$ cat src/rtl/addr8s_sat_acc_seq.sv
// Sequential saturating accumulator front-end for the 8-bit signed adder core.
// Each addition is issued twice with swapped operands; results are compared
// and the addition is retried up to MAX_RETRY times before flagging an error.
module addr8s_sat_acc_seq #(
  parameter int unsigned MAX_RETRY = 2
) (
  input  logic       clk,
  input  logic       rst,
  input  logic       in_valid,
  output logic       in_ready,
  input  logic [7:0] in_data,
  input  logic       in_last,
  output logic [7:0] add_a,
  output logic [7:0] add_b,
  input  logic [8:0] add_sum,
  output logic       out_valid,
  input  logic       out_ready,
  output logic [7:0] out_data,
  output logic [7:0] out_count,
  output logic       out_sat,
  output logic       out_err
);

  localparam int unsigned DW = 8;
  localparam int unsigned SW = 9;
  localparam int unsigned RW = 3;
  localparam int unsigned CW = 8;

  typedef enum logic [2:0] {IDLE, ADD1, ADD2, CHECK, OUT} state_t;

  state_t         state, state_nxt;
  logic [DW-1:0]  x;
  logic           last;
  logic [RW-1:0]  retry;
  logic [SW-1:0]  s1, s2;
  logic [DW-1:0]  acc;
  logic [CW-1:0]  count;
  logic           sat_flag;
  logic           err_flag;

  logic           match_c;
  logic           retry_ok_c;
  logic           ovf_c;
  logic [DW-1:0]  sat_c;
  logic [CW-1:0]  count_inc_c;

  // Redundancy compare, retry budget and saturation of the first result
  always_comb begin
    match_c     = (s1 == s2);
    retry_ok_c  = (retry < RW'(MAX_RETRY));
    ovf_c       = s1[8] ^ s1[7];
    sat_c       = s1[DW-1:0];
    if (ovf_c) sat_c = s1[8] ? 8'h80 : 8'h7F;
    count_inc_c = (count == 8'hFF) ? count : CW'(count + 8'd1);
  end

  // State register
  always_ff @(posedge clk or posedge rst) begin
    if (rst) state <= IDLE;
    else     state <= state_nxt;
  end

  // Next-state logic
  always_comb begin
    state_nxt = state;
    case (state)
      IDLE:    if (in_valid) state_nxt = ADD1;
      ADD1:    state_nxt = ADD2;
      ADD2:    state_nxt = CHECK;
      CHECK: begin
        if (!match_c && retry_ok_c) state_nxt = ADD1;
        else if (last)              state_nxt = OUT;
        else                        state_nxt = IDLE;
      end
      OUT:     if (out_ready) state_nxt = IDLE;
      default: state_nxt = IDLE;
    endcase
  end

  // State-decoded outputs; operands are quiet outside the two add phases
  always_comb begin
    in_ready  = 1'b0;
    out_valid = 1'b0;
    add_a     = '0;
    add_b     = '0;
    case (state)
      IDLE:    in_ready = 1'b1;
      ADD1: begin
        add_a = acc;
        add_b = x;
      end
      ADD2: begin
        add_a = x;
        add_b = acc;
      end
      OUT:     out_valid = 1'b1;
      default: ;
    endcase
  end

  // Datapath: sample capture, result capture, accumulate and frame flags
  always_ff @(posedge clk or posedge rst) begin
    if (rst) begin
      x        <= '0;
      last     <= 1'b0;
      retry    <= '0;
      s1       <= '0;
      s2       <= '0;
      acc      <= '0;
      count    <= '0;
      sat_flag <= 1'b0;
      err_flag <= 1'b0;
    end else begin
      case (state)
        IDLE: begin
          if (in_valid) begin
            x     <= in_data;
            last  <= in_last;
            retry <= '0;
          end
        end
        ADD1: s1 <= add_sum;
        ADD2: s2 <= add_sum;
        CHECK: begin
          if (match_c) begin
            acc      <= sat_c;
            sat_flag <= sat_flag | ovf_c;
            count    <= count_inc_c;
          end else if (retry_ok_c) begin
            retry <= RW'(retry + 3'd1);
          end else begin
            err_flag <= 1'b1;
            count    <= count_inc_c;
          end
        end
        OUT: begin
          if (out_ready) begin
            acc      <= '0;
            count    <= '0;
            sat_flag <= 1'b0;
            err_flag <= 1'b0;
          end
        end
        default: ;
      endcase
    end
  end

  assign out_data  = acc;
  assign out_count = count;
  assign out_sat   = sat_flag;
  assign out_err   = err_flag;

endmodule

$ cat config.mk
export PLATFORM = sky130hd
export DESIGN_NAME = addr8s_sat_acc_seq
export DESIGN_NICKNAME = d
export VERILOG_FILES = /design/src/rtl/addr8s_sat_acc_seq.sv
export SDC_FILE = /design/constraint.sdc
export NUM_CORES = 1
export LEC_CHECK = 0
export BUFFER_PORTS_ARGS = -buffer_cell sky130_fd_sc_hd__buf_4
export CAP_MARGIN = 10
export CORE_ASPECT_RATIO = 0.9
export CORE_MARGIN = 8
export CORE_UTILIZATION = 48
export CTS_CLUSTER_DIAMETER = 200
export DETAILED_ROUTE_END_ITERATION = 7
export PLACE_DENSITY_LB_ADDON = 0.3
export SLEW_MARGIN = 20
export SYNTH_ARGS = -nofsm -noshare
export SYNTH_HDL_FRONTEND = slang
export SYNTH_SLANG_ARGS = --single-unit
$ cat constraint.sdc
create_clock -name clk -period 1.7 [get_ports clk]
set_input_delay 0.085 -clock clk [delete_from_list [all_inputs] [get_ports clk]]
set_output_delay 0.085 -clock clk [all_outputs]
set_load 0.01 [all_outputs]
==> key figures <==
Run status
  • Status: complete, but fails checks
  • Failing checks: negative setup slack

Synth
  • Number of flops mapped to enable cells by yosys: 0
  • Mean Syn Cell Area: 10.4 sq um
  • Synth Register Bits: 51
  • Synth cell types: 46
  • Register area share after synthesis: about 50%
  • Ys Warns: 0
  • Cells after synthesis: 245
  • Mapped Nets: around 270
  • Async SR Flop Fraction: 100%
  • Main synth FF type: dfrtp_1
  • Syn Std Cell Area: 0.00255 sq mm

Clock network
  • CTS tree: yes
  • CTS Buf Count: 5
  • Root Buffer: clkbuf_8
  • Worst skew pair latency: approximately 320 ps
  • Max clock buf depth: 2
  • Htree depth: 2
  • Clock tree sinks: 51
  • Clk pin slew, worst setup/hold paths: 100 ps

Placement
  • PortBufs: between 50 and 60
  • DP Area: between 0.003 and 0.004 sq mm
  • Placed cell count: between 300 and 400
  • Placer Congestion: 0.838
  • Dpl ws: -169 ps
  • Final HPWL DP: about 4800 um

Finish
  • Number of fill cells: approximately 350
  • Share of cells above drive strength 1: between 40% and 50%
  • N_diodes: 0
  • Finished Cell Area: ~0.0039 sq mm
  • Layout Nets: 391
  • Finished Layout Cells: between 400 and 500
  • Fin util: approximately three quarters
  • Area grow syn2layout: 54.9%

Setup path
  • Startpoint Class: flip-flop
  • Critical path origin: s2[0]
  • Worst r2r src: s2[0]
  • Slowest CP cell: dfrtp_1
  • Critical Path End Type: flip-flop
  • CP max stage delay: 420 ps
  • Worst EP required: between 1500 and 2000 ps
  • CP Max Fanout: 5
  • Critical-path cell list: xor2_2 > nor4_4 > a31oi_4 > buf_4 > or2_4 > a21o_2
  • Critical Path AT: approximately 2100 ps
  • Critical path type: reg -> reg

STA
  • RSZ-0062 raised after global routing: true
  • Clk_skew: approximately 9.7 ps
  • Pins Over Slew Limit: 0
  • Slew of the pin with the lowest slew margin: 490 ps
  • PnR worst setup slack: -168 ps
  • Slew HR: 67.1%
  • Shortest period the worst path allows: between 1500 and 2000 ps
  • Final Hold Vio Count: 0
  • Final setup fails: 25
  • Fin crit share: 110%
  • Fmax: roughly 0.54 GHz

Global routing
  • Met2 Use GR: between 30% and 40%
  • Met1 Usage GRT: a little under a quarter
  • Global-route usage over all layers: between 10% and 20%
  • Vias in the first global route: around 2400
  • Initial antenna violation count: 0
  • Wire length of the first global-routing pass: 11800 um
  • Gr ovfl total: 0
  • Met3 usage: 3.79%
  • Largest net degree at the start of global routing: 34
  • GR peak layer: met2

Routing
  • Vias: approximately 2500
  • Via/cell ratio: 5.72
  • WL/cell: between 15 and 20 um
  • Aggregate routed wire length: between 8000 and 9000 um
  • Initial DRT Pass Iterations: 4
  • Routed Antenna Nets: 0
  • Iter 0 DRT Violations: ~200
  • # DRC: 0

Worst hold path
  • Worst hold path class: in -> reg
  • Worst Hold Launch: add_sum[8]

Floorplan
  • Core Region: a little over 0.005 sq mm
  • Die area: 0.00790 sq mm
  • Initial Util: between 40% and 50%
  • Die Height: between 80 and 90 um
  • Num ports: 58
  • DIE WIDTH: approximately 93 um
  • Row cnt: 25

Pwr
  • Worst vdd ir: between 1 and 1.5 mV
  • P_leak: between 1.5 and 2 nW
  • Pwr per Cell Area: 1990 mW/mm^2

Flow run
  • Max cap viols: 0
sequential cells by signal, indices dropped and copies added, names as in the netlist, 3 cells and up:
signal,count
s1,9
retry,3
x,8
s2,9
state,3
out_count,8
out_data,8
cell families after synthesis:
| family | Yosys count | synth area share, % |
|---|---|---|
| AO/OA/AOI/OAI | 59 | 16.4 |
| XOR/XNOR | 9 | 3.09 |
| adder cells (fa/ha/maj) | 4 | 1.96 |
| buffers and inverters | 19 | 3.09 |
| flip-flops | 51 | 50.1 |
| multiplexers | 19 | 8.30 |
| AND/OR/NAND/NOR | 84 | 17.0 |
cells in the mapped netlist (2+ instances only):
cell      instances  area share [%]
a21oi_1           6             1.2
o31ai_1           3            0.88
nand2_1          40             5.9
buf_2             5            0.98
o21ai_0          17             3.3
a21o_2            2            0.69
a31oi_1           2            0.49
clkbuf_1          6            0.88
mux2_2           17             7.5
nor3b_1           2            0.59
a22o_1           17             5.8
dfrtp_1          51              50
and4_1            2            0.69
a41oi_1           2            0.69
nand3_1           9             1.8
nor2_1           15             2.2
inv_1             6            0.88
mux2i_1           2            0.79
nor3_1            3            0.59
xor2_1            9             3.1
ha_1              4             2.0
placed cells by master, fill, tap and decap left out, drive strengths merged, types with 2 or more instances in the layout:
cell type / count
or2: 2
xor2: 9
nand2: 40
nor3b: 4
dlygate4sd3: 11
clkinv: 2
and4: 2
nand3: 9
clkbuf: 7
buf: 113
a21o: 2
inv: 6
a41oi: 2
a31oi: 2
nor2: 15
nand4: 2
o21ai: 17
a21oi: 6
a22o: 17
mux2: 17
o31ai: 3
mux2i: 2
ha: 4
nor3: 4
dfrtp: 51
layout make-up:
cell class / count / area (sq um) / area share [%]
inverters: 6 / 22.5 / 0.570
clock inverters: 3 / 43.8 / 1.11
clock buffers: 5 / 68.8 / 1.74
flip-flops and latches: 51 / 1280 / 32.4
multi-input cells: 175 / 1380 / 34.9
repair buffers: 126 / 1070 / 27.2
well taps: 67 / 83.8 / 2.12
critical path: cells and delay by family (launching register included):
| family | cells | cell delay, ps |
|---|---|---|
| and+or+nand+nor | 2 | 610 |
| DFF | 1 | 420 |
| AOI/OAI and AO/OA | 2 | 370 |
| xor gates and xnor gates | 1 | 200 |
| buffers and inverters | 1 | 170 |
final timing paths:
path	end	slack, ps	cells after the start
worst min register to register	x[6]	510	2
worst min-delay path	s2[8]	4	2
min in group asynchronous	out_count[1]	310	3
worst max register to register	out_count[4]	-170	6
max in group asynchronous	state[0]	870	4
worst max-delay path	out_count[4]	-170	6
metal layers:
layer	wire length [um]	share of wire, %	vias to the layer above
met1	3410	42	1226
met2	3980	49	104
li1	-	-	1124
met4	174	2.2	0
met3	491	6.1	24
met5	0	0	-
power breakdown:
group | switching [W] | internal, W
combinational | 0.00229 | 0.00249
sequential | 0.000483 | 0.00174
clock | 0.000427 | 0.000439
total | 0.00320 | 0.00467
metrics by stage:
stage                     power [W]  TNS (ps)  hold WS [ps]
after global routing        0.00831     -4750         -2.42
after CTS                   0.00727     -1010          8.65
after detailed placement    0.00592      -640           113
after global placement      0.00580      -354           106
final                       0.00787     -2230          4.35
after floorplan             0.00428      -166           190
what timing repair did:
| action | 4_1_cts | 5_1_grt |
|---|---|---|
| pin swaps | 3 | 8 |
| gates cloned | 3 | 2 |
| hold buffers | 11 | 0 |
| endpoints found under the setup margin | 27 | 47 |
| setup buffers | 11 | 12 |
| resized for setup | 21 | 26 |
| hold endpoints to repair | 28 | 0 |
No activity file was read; power rests on OpenSTA's default activity.
